**src/rtl/service_4_timekeeper_pkg.sv**
```systemverilog
// Shared encodings and constants for the service_4 timekeeper.
// Mode/field codes, the time reset value and a BCD helper.
package service_4_timekeeper_pkg;

    localparam logic [1:0] MODE_RUN       = 2'b00;
    localparam logic [1:0] MODE_SET_TIME  = 2'b01;
    localparam logic [1:0] MODE_SET_ALARM = 2'b10;

    localparam logic FIELD_MIN  = 1'b0;
    localparam logic FIELD_HOUR = 1'b1;

    localparam logic [15:0] TIME_RST = 16'h0000;

    function automatic logic [7:0] to_bcd(input int unsigned v);
        return {4'(v / 10), 4'(v % 10)};
    endfunction

endpackage

```
**src/rtl/service_4_bcd_counter.sv**
```systemverilog
// Two-digit BCD up/down counter wrapping at MAX.
// carry_out flags an increment that wraps MAX -> 00.
module service_4_bcd_counter
    import service_4_timekeeper_pkg::*;
#(
    parameter int unsigned MAX     = 59,
    parameter logic [7:0]  RST_VAL = 8'h00
) (
    input  logic       clk,
    input  logic       resetn,
    input  logic       inc,
    input  logic       dec,
    input  logic       load_zero,
    output logic [7:0] value,
    output logic       carry_out
);

    localparam logic [7:0] MAX_BCD = to_bcd(MAX);

    logic [7:0] value_d;
    logic [7:0] value_q;

    always_comb begin
        value_d = value_q;
        if (load_zero) begin
            value_d = 8'h00;
        end else if (inc && !dec) begin
            if (value_q == MAX_BCD)
                value_d = 8'h00;
            else if (value_q[3:0] == 4'd9)
                value_d = {value_q[7:4] + 4'd1, 4'd0};
            else
                value_d = {value_q[7:4], value_q[3:0] + 4'd1};
        end else if (dec && !inc) begin
            if (value_q == 8'h00)
                value_d = MAX_BCD;
            else if (value_q[3:0] == 4'd0)
                value_d = {value_q[7:4] - 4'd1, 4'd9};
            else
                value_d = {value_q[7:4], value_q[3:0] - 4'd1};
        end
    end

    always_ff @(posedge clk or negedge resetn) begin
        if (!resetn) value_q <= RST_VAL;
        else         value_q <= value_d;
    end

    assign value     = value_q;
    assign carry_out = inc && !dec && !load_zero && (value_q == MAX_BCD);

endmodule

```
**src/rtl/service_4_timekeeper.sv**
```systemverilog
// 24-hour BCD clock with alarm register and switch/button set modes.
// Inputs are synchronized; buttons act once per press.
module service_4_timekeeper
    import service_4_timekeeper_pkg::*;
#(
    parameter int unsigned CLK_HZ    = 100000000,
    parameter logic [15:0] ALARM_RST = 16'h0700
) (
    input  logic        clk,
    input  logic        resetn,
    input  logic        SPDT_time,
    input  logic        SPDT_alarm,
    input  logic        push_u,
    input  logic        push_d,
    input  logic        push_l,
    input  logic        push_r,
    output logic [15:0] current,
    output logic [15:0] alarm,
    output logic [7:0]  seconds,
    output logic [1:0]  mode,
    output logic        field
);

    localparam int unsigned    PW        = $clog2(CLK_HZ);
    localparam logic [PW-1:0] PRESC_MAX = PW'(CLK_HZ - 1);

    logic [5:0]    sync1_d, sync1_q, sync2_d, sync2_q;
    logic [3:0]    prev_d, prev_q, pulse;
    logic [1:0]    arm_d, arm_q;
    logic [1:0]    mode_d, mode_q;
    logic          field_d, field_q;
    logic [PW-1:0] presc_d, presc_q;
    logic          pu, pd, pl, pr, up, dn;
    logic          time_entry, set_entry, tick;
    logic          ed_time, ed_alarm;
    logic          sec_c, min_c, hr_c, amin_c, ahr_c;
    logic [7:0]    sec_v, min_v, hr_v, amin_v, ahr_v;
    logic          unused_carries;

    // Pulses stay masked until the synchronizer has settled after reset.
    assign pulse = sync2_q[3:0] & ~prev_q & {4{arm_q == 2'd3}};
    assign {pu, pd, pl, pr} = pulse;
    assign up = pu && !pd;
    assign dn = pd && !pu;

    always_comb begin
        sync1_d = {SPDT_time, SPDT_alarm, push_u, push_d, push_l, push_r};
        sync2_d = sync1_q;
        prev_d  = sync2_q[3:0];
        arm_d   = (arm_q == 2'd3) ? arm_q : arm_q + 2'd1;
        if (sync2_q[5])      mode_d = MODE_SET_TIME;
        else if (sync2_q[4]) mode_d = MODE_SET_ALARM;
        else                 mode_d = MODE_RUN;
    end

    assign time_entry = (mode_d == MODE_SET_TIME) && (mode_q != MODE_SET_TIME);
    assign set_entry  = (mode_d != MODE_RUN) && (mode_d != mode_q);
    assign ed_time    = (mode_q == MODE_SET_TIME);
    assign ed_alarm   = (mode_q == MODE_SET_ALARM);
    assign tick       = !ed_time && !time_entry && (presc_q == PRESC_MAX);

    always_comb begin
        field_d = field_q;
        if (set_entry)                   field_d = FIELD_MIN;
        else if (mode_q != MODE_RUN && pl) field_d = FIELD_HOUR;
        else if (mode_q != MODE_RUN && pr) field_d = FIELD_MIN;
        presc_d = presc_q + PW'(1);
        if (ed_time || time_entry || presc_q == PRESC_MAX)
            presc_d = '0;
    end

    always_ff @(posedge clk or negedge resetn) begin
        if (!resetn) begin
            sync1_q <= '0;
            sync2_q <= '0;
            prev_q  <= '0;
            arm_q   <= '0;
            mode_q  <= MODE_RUN;
            field_q <= FIELD_MIN;
            presc_q <= '0;
        end else begin
            sync1_q <= sync1_d;
            sync2_q <= sync2_d;
            prev_q  <= prev_d;
            arm_q   <= arm_d;
            mode_q  <= mode_d;
            field_q <= field_d;
            presc_q <= presc_d;
        end
    end

    service_4_bcd_counter #(.MAX(59), .RST_VAL(8'h00)) u_sec (
        .clk(clk), .resetn(resetn),
        .inc(tick), .dec(1'b0), .load_zero(time_entry),
        .value(sec_v), .carry_out(sec_c)
    );

    service_4_bcd_counter #(.MAX(59), .RST_VAL(TIME_RST[7:0])) u_min (
        .clk(clk), .resetn(resetn),
        .inc(sec_c || (ed_time && up && field_q == FIELD_MIN)),
        .dec(ed_time && dn && field_q == FIELD_MIN),
        .load_zero(1'b0),
        .value(min_v), .carry_out(min_c)
    );

    // Hour carry only follows a tick-driven minute wrap, never an edit.
    service_4_bcd_counter #(.MAX(23), .RST_VAL(TIME_RST[15:8])) u_hr (
        .clk(clk), .resetn(resetn),
        .inc((min_c && sec_c) || (ed_time && up && field_q == FIELD_HOUR)),
        .dec(ed_time && dn && field_q == FIELD_HOUR),
        .load_zero(1'b0),
        .value(hr_v), .carry_out(hr_c)
    );

    service_4_bcd_counter #(.MAX(59), .RST_VAL(ALARM_RST[7:0])) u_amin (
        .clk(clk), .resetn(resetn),
        .inc(ed_alarm && up && field_q == FIELD_MIN),
        .dec(ed_alarm && dn && field_q == FIELD_MIN),
        .load_zero(1'b0),
        .value(amin_v), .carry_out(amin_c)
    );

    service_4_bcd_counter #(.MAX(23), .RST_VAL(ALARM_RST[15:8])) u_ahr (
        .clk(clk), .resetn(resetn),
        .inc(ed_alarm && up && field_q == FIELD_HOUR),
        .dec(ed_alarm && dn && field_q == FIELD_HOUR),
        .load_zero(1'b0),
        .value(ahr_v), .carry_out(ahr_c)
    );

    assign unused_carries = &{1'b0, hr_c, amin_c, ahr_c};

    assign current = {hr_v, min_v};
    assign alarm   = {ahr_v, amin_v};
    assign seconds = sec_v;
    assign mode    = mode_q;
    assign field   = field_q;

endmodule

```
**config.mk**
```make
export PLATFORM = sky130hd
export DESIGN_NAME = service_4_timekeeper
export DESIGN_NICKNAME = d
export VERILOG_FILES = /design/src/rtl/service_4_timekeeper_pkg.sv /design/src/rtl/service_4_bcd_counter.sv /design/src/rtl/service_4_timekeeper.sv
export SDC_FILE = /design/constraint.sdc
export NUM_CORES = 1
export LEC_CHECK = 0
export ABC_CLOCK_PERIOD_IN_PS = 4000
export CORE_MARGIN = 3
export CORE_UTILIZATION = 58
export CTS_CLUSTER_DIAMETER = 150
export CTS_CLUSTER_SIZE = 16
export DETAILED_ROUTE_END_ITERATION = 10
export PLACE_DENSITY = 0.82
export SLEW_MARGIN = 25
export SYNTH_ARGS = -nofsm -noshare
export SYNTH_HDL_FRONTEND = slang
export SYNTH_SLANG_ARGS = --single-unit
```
**constraint.sdc**
```tcl
create_clock -name clk -period 4 [get_ports clk]
set_input_delay 0.8 -clock clk [delete_from_list [all_inputs] [get_ports clk]]
set_output_delay 0.8 -clock clk [all_outputs]
set_load 0.03 [all_outputs]
```
; ---- Word level (Yosys, flattened, before mapping)
; Cells that the tools add are included.
[op_classes]
reduce_logical = 74
n_mux = 34
eq_ne = 21
n_addsub = 20
bitwise = 4
[ops]
columns = operator, count
row1 = 8-bit 2-to-1 mux, 28
row2 = 4-bit by 1-bit adder with 4-bit output (second input constant), 10
row3 = 1-bit logical AND, 32
row4 = 8-bit logical NOT, 4
row5 = 4-bit by 1-bit subtractor with 4-bit output (second input constant), 8
row6 = 27-bit by 1-bit adder with 27-bit output (second input constant), 1
row7 = 27-bit equality test (second input constant), 1
row8 = 27-bit 2-to-1 mux, 1
row9 = 8-bit by 7-bit equality test with 1-bit output (second input constant), 3
row10 = 4-bit equality test (second input constant), 5
row11 = 3-bit nonzero test, 6
row12 = 8-bit by 6-bit equality test with 1-bit output (second input constant), 2
row13 = 4-bit logical NOT, 4
row14 = 2-bit nonzero test, 7
row15 = 1-bit logical NOT, 12
row16 = 3-bit by 2-bit != test with 1-bit output (second input constant), 4
row17 = 3-bit AND reduction, 4
row18 = 4-bit AND, 2
row19 = 2-bit by 1-bit equality test with 1-bit output (second input constant), 2
row20 = 2-bit equality test (second input constant), 2
row21 = 1-bit logical OR, 4
row22 = 2-bit 2-to-1 mux, 2
row23 = 4-bit NOT, 1
row24 = 1-bit 2-to-1 mux, 3
row25 = 5 further kinds, 5
[word_totals]
input_bits = 8
word_cells = 170
ff_bits = 88
output_inout_bits = 43

; ---- Logic depth before layout (Yosys ltp)
; Gate-level depths: netlist of run 1.
[logic_depth]
ltp_word = 18
mapped_depth = 18
ltp_nobuf = 16

; ---- Cells and area by module
; A second synthesis of run 1 with hierarchy kept.
[hier_totals]
hier_cells = 631
hier_area_um2 = 5885.6
[modules_own_cells]
columns = mod, instances, cells_each, seq_area_each_um2, area_each_um2
row1 = service_4_bcd_counter at u_amin ..., 3, 84, 200.2, 748.2
row2 = service_4_timekeeper, 1, 205, 1201.2, 2138.3
row3 = service_4_bcd_counter at u_ahr, 1, 87, 203.9, 753.2
row4 = service_4_bcd_counter at u_hr, 1, 87, 200.2, 749.5

; ---- Worst setup path after synthesis of run 1
; No wires, ideal clock.
[synth_path]
kind = register to register
start = reg presc_q[0]
end = reg u_hr.value_q[5], in the netlist u_hr.value[5]
period_less_slack_ps = 3611
t_arrival_ps = 3472
path_buffers = 3
path_stages_with_launch = 19
slack_ps = 389
setup_time_ps = 139
required_time_ps = 3861
path_cell_list = dfrtp_1 -> ha_1 -> nand3_1 -> or2_0 -> buf_6 -> nor4_4 -> nand3_1 -> nand2_1 -> ha_1 -> and4b_1 -> nand2_1 -> o21ai_0 -> ha_1 -> clkbuf_1 -> and3_1 -> clkbuf_1 -> a221oi_2 -> a211oi_1 -> a21oi_1
[synth_via]
elab_chain_len = 13
word_cells_on_any_way = 17
cone_classes = 2 x eq/ne / 1 x mux / 14 x reduce/logical
[synth_rtl]
columns = item, line
row1 = "start, declared", service_4_timekeeper.sv:32  ; logic [PW-1:0] presc_d, presc_q;
row2 = "start signal, assigned", service_4_timekeeper.sv:88  ; presc_q <= presc_d;
row3 = 27-bit equality test (*), service_4_timekeeper.sv:60  ; assign tick = !ed_time && !time_entry && (presc_q == PRESC_MAX);
row4 = 1-bit logical AND (*), service_4_timekeeper.sv:60
row5 = 1-bit logical AND (*) (2 in series), service_4_bcd_counter.sv:50  ; assign carry_out = inc && !dec && !load_zero && (value_q == MAX_BCD);
row6 = 1-bit logical OR, service_4_timekeeper.sv:100  ; .inc(sec_c || (ed_time && up && field_q == FIELD_MIN)),
row7 = 1-bit logical AND (2 in series), service_4_bcd_counter.sv:50
row8 = 1-bit logical AND (*), service_4_timekeeper.sv:109  ; .inc((min_c && sec_c) || (ed_time && up && field_q == FIELD_HOUR)),
row9 = 1-bit logical OR (*), service_4_timekeeper.sv:109
row10 = 1-bit logical NOT, service_4_bcd_counter.sv:34  ; end else if (dec && !inc) begin
row11 = 1-bit logical AND, service_4_bcd_counter.sv:34
row12 = 2-bit nonzero test (no source line), --
row13 = 3-bit AND reduction (no source line), --
row14 = "end signal, assigned", service_4_bcd_counter.sv:46  ; else value_q <= value_d;
row15 = "end, declared", service_4_bcd_counter.sv:21  ; logic [7:0] value_q;
; Every way passes the cells marked *; elsewhere a longest branch is shown, timed or not.
; A chain may end at the register's enable or synchronous reset.

; ---- Worst setup path in the final report of run 1
[layout_path]
start = reg presc_q[0]
end = reg u_hr.value_q[7], in the netlist u_hr.value[7]
; The elaborated chain is that of the path after synthesis.

==> results of run 1 <==
power groups by stage:
stage | Clock [mW] | Sequential, mW | Combinational, mW
6_report | 0.608 | 1.18 | 1.07
5_1_grt | 0.658 | 1.20 | 1.18
4_1_cts | 0.621 | 1.17 | 1.06
3_5_place_dp | 0 | 1.19 | 1.06
3_3_place_gp | 0 | 1.18 | 1.03
2_1_floorplan | 0 | 1.30 | 0.586
state kept, by name, indices dropped and copies added, names as in the netlist:
signal        flops
u_ahr.value       8
sync1_q           6
presc_q          27
u_min.value       8
u_hr.value        8
prev_q            4
arm_q             2
mode              2
sync2_q           6
u_amin.value      8
field             1
u_sec.value       8
layer usage:
layer / vias to the layer above / global-route usage [%]
met5: - / 0
met4: 0 / 6.86
met3: 13 / 3.82
met2: 115 / 37.0
met1: 2239 / 32.2
li1: 2205 / -
worst max-delay path by stage:
stage                           start             to  cells after the start  slack, ns
final                      presc_q[0]  u_hr.value[7]                     17       0.30
after global routing      presc_q[12]  u_hr.value[7]                     16       0.04
after CTS                  presc_q[0]  u_hr.value[6]                     15       0.04
after detailed placement   presc_q[0]  u_hr.value[6]                     15       0.10
after global placement     presc_q[0]  u_hr.value[6]                     15       0.23
after floorplan            presc_q[0]  u_hr.value[5]                     18       0.39
worst max-delay path: cells and delay by family (launching register included):
kind / cells / cell delay, ns
buffers and inverters: 1 / 0.16
adder cells (fa/ha/maj): 3 / 0.68
AND/OR/NAND/NOR: 8 / 1.60
flip-flops: 1 / 0.43
AO/OA/AOI/OAI: 5 / 0.76
cell type report:
class / count / share of cell area, %
multi-input cells: 436 / 47.5
flip-flops and latches: 88 / 35.6
repair buffers: 62 / 9.50
inverters: 36 / 2.18
well taps: 108 / 2.18
clock buffers: 11 / 2.12
clock inverters: 5 / 0.930
metrics by stage:
| step | utilization, % | instance area (um2) | total power [mW] |
|---|---|---|---|
| after floorplan | - | 5390 | 1.88 |
| after global placement | 67.1 | 5960 | 2.20 |
| after detailed placement | 67.1 | 5960 | 2.25 |
| after CTS | 69.2 | 6150 | 2.86 |
| after global routing | 69.6 | 6190 | 3.04 |
| final | 69.6 | 6190 | 2.86 |
placed cells by master (no fill, tap or decap), types with 13 or more instances in the layout:
| cell type | netlist | final |
|---|---|---|
| nand3_1 | 26 | 26 |
| nor2_1 | 62 | 62 |
| nor3_1 | 22 | 22 |
| ha_1 | 39 | 38 |
| buf_4 | 1 | 13 |
| xnor2_1 | 18 | 18 |
| nand2_1 | 37 | 37 |
| clkdlybuf4s50_1 | 0 | 49 |
| a21oi_1 | 33 | 33 |
| a211oi_1 | 13 | 13 |
| inv_1 | 36 | 36 |
| dfrtp_1 | 85 | 85 |
| o21ai_0 | 33 | 32 |
cell families (layout without fill, tap and decap cells):
| group | count (synthesis) | count (layout) | synth area share (%) |
|---|---|---|---|
| AOI/OAI and AO/OA | 142 | 142 | 17.3 |
| xor gates and xnor gates | 27 | 27 | 4.39 |
| adders and majority gates | 39 | 39 | 9.06 |
| buffers and inverters | 56 | 114 | 4.60 |
| DFF | 88 | 88 | 40.9 |
| muxes | 6 | 6 | 1.14 |
| and+or+nand+nor | 222 | 222 | 22.6 |
repair_timing:
item / in CTS / in global routing
buffers inserted: 0 / 5
gates resized for setup: 0 / 2
endpoints found under the setup margin: 0 / 8
==> impl_metrics.tcl, run 1 <==
set metrics [dict create \
    ys_seq_area_share_pct 40.9 \
    crit_fanout 6 \
    switching_share_pct 39.8 \
    fin_skew_ns 0.0136 \
    cp.required_ns 4.29 \
    netlist_area_um2 5390 \
    placement.io_buffers 50 \
    m1WireLength_um 5410 \
    drv_cap 0 \
    timing.rr.start "presc_q[0]" \
    clockPowerShare_pct 21.3 \
    worstRegToRegCells 17 \
    core_area_um2 8890 \
    gp_congestion 0.886 \
    async_reset_ff_share_pct 100 \
    drive_above_1_share_pct 7.52 \
    vdd_drop_max_uv 319 \
    die_y_um 102 \
    rrSetupSlack_ns 0.30 \
    nFillCells 653 \
    fmax_mhz 270 \
    die_x_um 102 \
    hold_viol_final 0 \
    holdPathStages 0 \
    avgViaCountPerCell 6.13 \
    grt_pass1_vias 4243 \
    rsz0062_at_grt "no" \
    crit_path_max_incr_delay_ns 0.54 \
    top_layer "met4" \
    synth.distinct_cells 73 \
    outcome "completed" \
    ctsHoldBuffers 0 \
    grt_pass1_wl_um 19600 \
    path_cells "ha_1 -> nand3_1 -> or2_0 -> nor4_4 -> nand3_1 -> nand2_1 -> ha_1 -> and4b_1 -> nand2_1 -> o21ai_1 -> ha_2 -> buf_4 -> or4b_1 -> a21oi_1 -> a22o_1 -> a21oi_1 -> o21ai_1" \
    yosys_register_bits 88 \
    fin_setup_tns_ns 0 \
    cts-root-buf "clkbuf_8" \
    vias 4572 \
    clkSlewWorstSetupHoldPaths_ns 0.09 \
    dieArea_um2 10500 \
    synth_ff_type "dfrtp_1" \
    r2r_end "u_hr.value[7]" \
    wire_per_inst_um 15.7 \
    min_period_over_period_pct 92.6 \
    setup_viol 0 \
    cp_slowest_cell "or4b_1" \
    cts_htree_levels 3 \
    drtPass1Iterations 5 \
    antenna_left 0 \
    rows 34 \
    track_usage_pct 23.1 \
    hold_end "sync2_q[5]" \
    min_path_type "reg2reg" \
    synth_common_cells "dfrtp_1, nor2_1, ha_1" \
    first_iter_violations 203 \
    wl_met3_um 419 \
    clkSinkCount 88 \
    cts-buffers-inserted 9 \
    wl_um 11700 \
    fin_cells 746 \
    cp-start-kind "flip-flop" \
    arrival_ns 4.00 \
    worst_slack_ns 0.295 \
    slew_violations 0 \
    yosysMostFrequentCell "dfrtp_1" \
    hold_start "sync1_q[5]" \
    syn_area_per_cell_um2 9.29 \
    dp.cells 725 \
    cts_tree "built" \
    cts_buffer_depth 2 \
    start_util_pct 60.6 \
    period_minus_slack_ns 3.70 \
    setup.worst_path.class "reg2reg" \
    ios 51 \
    clock_latency_ns 0.36 \
    fin_hold_ws_ns 0.355 \
    multiInputGateArea_um2 2940 \
    p_sw_mw 1.14 \
    tightest_slew_ns 0.895 \
    yosys_warnings 0 \
    final_nets 680 \
    grt-ovfl-total 0 \
    p_int_mw 1.72 \
    antenna_found_initial 0 \
    yosysTopAreaCell "dfrtp_1" \
    dp_slack_ns 0.103 \
    p_comb_share_pct 37.5 \
    worst_setup_path_end_kind "flip-flop" \
    synth_fp_nets 627 \
    area_growth_pct 14.9 \
    pwr-share-seq_pct 41.2 \
    grt_max_degree 72 \
    dp_hpwl_um 8250 \
    leakagePower_nw 2.66 \
    powerDensity_nw_per_um2 461 \
    ff_latch_area_um2 2210 \
    max_slew_margin_pct 40.3 \
    synth-edff-count 0 \
    wl_met2_um 5710 \
    ys_top_cells_by_area "dfrtp_1, ha_1, nor2_1" \
    post-synth-top-area-fraction_pct 39.5 \
    synth_cells 580 \
    diodes 0 \
    drc 0 \
]
No activity file was read; power rests on OpenSTA's default activity.
==> run 2, diff against run 1 <==
--- a/config.mk
+++ b/config.mk
@@ -5,12 +5,14 @@
 export SDC_FILE = /design/constraint.sdc
 export NUM_CORES = 1
 export LEC_CHECK = 0
+export ABC_AREA = 0
 export ABC_CLOCK_PERIOD_IN_PS = 4000
 export CORE_MARGIN = 3
 export CORE_UTILIZATION = 58
 export CTS_CLUSTER_DIAMETER = 150
 export CTS_CLUSTER_SIZE = 16
 export DETAILED_ROUTE_END_ITERATION = 10
+export MAX_ROUTING_LAYER = met4
 export PLACE_DENSITY = 0.82
 export SLEW_MARGIN = 25
 export SYNTH_ARGS = -nofsm -noshare
==> impl_metrics.tcl, run 2 (synthesis results as in run 1) <==
set metrics [dict create \
    outcome "completed" \
    hold_viol_final 0 \
    largest_register "presc_q" \
    m1WireLength_um 5310 \
    final_nets 680 \
    path_cells "ha_1 -> nand3_1 -> or2_0 -> nor4_4 -> nand3_1 -> nand2_1 -> ha_1 -> and4b_1 -> nand2_1 -> o21ai_1 -> ha_2 -> buf_4 -> or4b_1 -> a21oi_1 -> a22o_1 -> a21oi_1 -> o21ai_1" \
    wl_met3_um 514 \
    cts_buffer_depth 2 \
    cts-buffers-inserted 9 \
    core_area_um2 8890 \
    dp.cells 725 \
    slew_violations 0 \
    grt_pass1_wl_um 19600 \
    drv_cap 0 \
    cts_htree_levels 3 \
    gp_congestion 0.901 \
    period_minus_slack_ns 3.71 \
    dp_hpwl_um 8250 \
    cts-root-buf "clkbuf_8" \
    leakagePower_nw 2.66 \
    avgViaCountPerCell 6.11 \
    dieArea_um2 10500 \
    wl_um 11700 \
    setup.worst_path.class "reg2reg" \
    vdd_drop_max_uv 318 \
    antenna_found_initial 0 \
    fin_cells 746 \
    drive_above_1_share_pct 7.52 \
    fmax_mhz 269 \
    min_path_type "reg2reg" \
    tightest_slew_ns 0.890 \
    path_delay_family "simple AND/OR/NAND/NOR gates" \
    final_cell_mix "dfrtp_1, nor2_1, clkdlybuf4s50_1, ha_1, nand2_1" \
    die_x_um 102 \
    grt_pass1_vias 4242 \
    crit_path_max_incr_delay_ns 0.54 \
    start_util_pct 60.6 \
    total_power_mw 2.85 \
    rows 34 \
    clkSlewWorstSetupHoldPaths_ns 0.09 \
    worst_setup_path_end_kind "flip-flop" \
    top_layer "met4" \
    powerDensity_nw_per_um2 461 \
    clock_latency_ns 0.36 \
    max_slew_margin_pct 40.7 \
    cts_tree "built" \
    cp.required_ns 4.29 \
    cp-start-kind "flip-flop" \
    rsz0062_at_grt "no" \
    crit_fanout 6 \
    rrSetupSlack_ns 0.29 \
    setup_viol 0 \
    die_y_um 102 \
    drtPass1Iterations 4 \
    grt-ovfl-total 0 \
    arrival_ns 4.00 \
    vias 4560 \
    wl_met2_um 5700 \
    utilization_pct 69.6 \
    antenna_left 0 \
    drc 0 \
    first_iter_violations 213 \
    track_usage_pct 23.8 \
    grt_max_degree 72 \
    fin_skew_ns 0.0141 \
    diodes 0 \
    area_growth_pct 14.9 \
    ios 51 \
    cp_slowest_cell "or4b_1" \
    largest_reg_flops 27 \
    clkSinkCount 88 \
    crit_buf_inv 1 \
    min_period_over_period_pct 92.8 \
    placement.io_buffers 50 \
    wire_per_inst_um 15.7 \
    fin_setup_tns_ns 0 \
    final_common_cell "dfrtp_1" \
]
[run 2: cell counts in the layout (fill, tap and decap cells not counted)]
Identical to the previous run, type by type.
[run 2: per-layer routing]
layer / vias to the layer above / GRT usage [%]
met5: - / -
met4: 0 / 6.86
met3: 17 / 3.75
met2: 135 / 37.0
met1: 2208 / 32.4
li1: 2200 / -
[run 2: metrics by stage]
| stage | area [um2] | hold slack [ns] | setup slack [ns] |
|---|---|---|---|
| after detailed placement | 5960 | 0.336 | 0.103 |
| after floorplan | 5390 | 0.331 | 0.389 |
| final | 6190 | 0.354 | 0.289 |
| after CTS | 6150 | 0.356 | 0.0409 |
| after global routing | 6190 | 0.360 | 0.0458 |
| after global placement | 5960 | 0.335 | 0.233 |
[run 2: timing repair]
item | in CTS | in global routing
buffers inserted | 0 | 5
endpoints found under the setup margin | 0 | 8
hold buffers | 0 | 0
resized for setup | 0 | 2
hold endpoints to repair | 0 | 0
[run 2: final timing paths]
kind | start | end | cells past startpoint
max | presc_q[0] | u_hr.value[7] | 17
max in group asynchronous | resetn | sync1_q[1] | 2
min reg2reg | sync1_q[5] | sync2_q[5] | 0
min | sync1_q[5] | sync2_q[5] | 0
min in group asynchronous | resetn | u_hr.value[5] | 1
max reg2reg | presc_q[0] | u_hr.value[7] | 17
[run 2: cell type report]
| type | instances | area (um2) |
|---|---|---|
| clock buffers | 11 | 131 |
| multi-input cells | 436 | 2940 |
| repair buffers | 62 | 588 |
| inverters | 36 | 135 |
| clock inverters | 5 | 57.6 |
| flip-flops and latches | 88 | 2210 |
| fillers | 653 | 2700 |
| well taps | 108 | 135 |
[run 2: report_power, final]
group          total, mW  switching (mW)  internal (mW)
sequential          1.18           0.186          0.990
combinational       1.07           0.630          0.440
clock              0.606           0.316          0.290
[run 2: worst register-to-register path, stage by stage (launching register included)]
cell and delay (ns):
dfrtp_1 0.43, ha_1 0.25, nand3_1 0.19, or2_0 0.26, nor4_4 0.08, nand3_1 0.13, nand2_1 0.07, ha_1 0.21
and4b_1 0.23, nand2_1 0.10, o21ai_1 0.11, ha_2 0.22, buf_4 0.16, or4b_1 0.54, a21oi_1 0.31, a22o_1 0.18
a21oi_1 0.06, o21ai_1 0.12
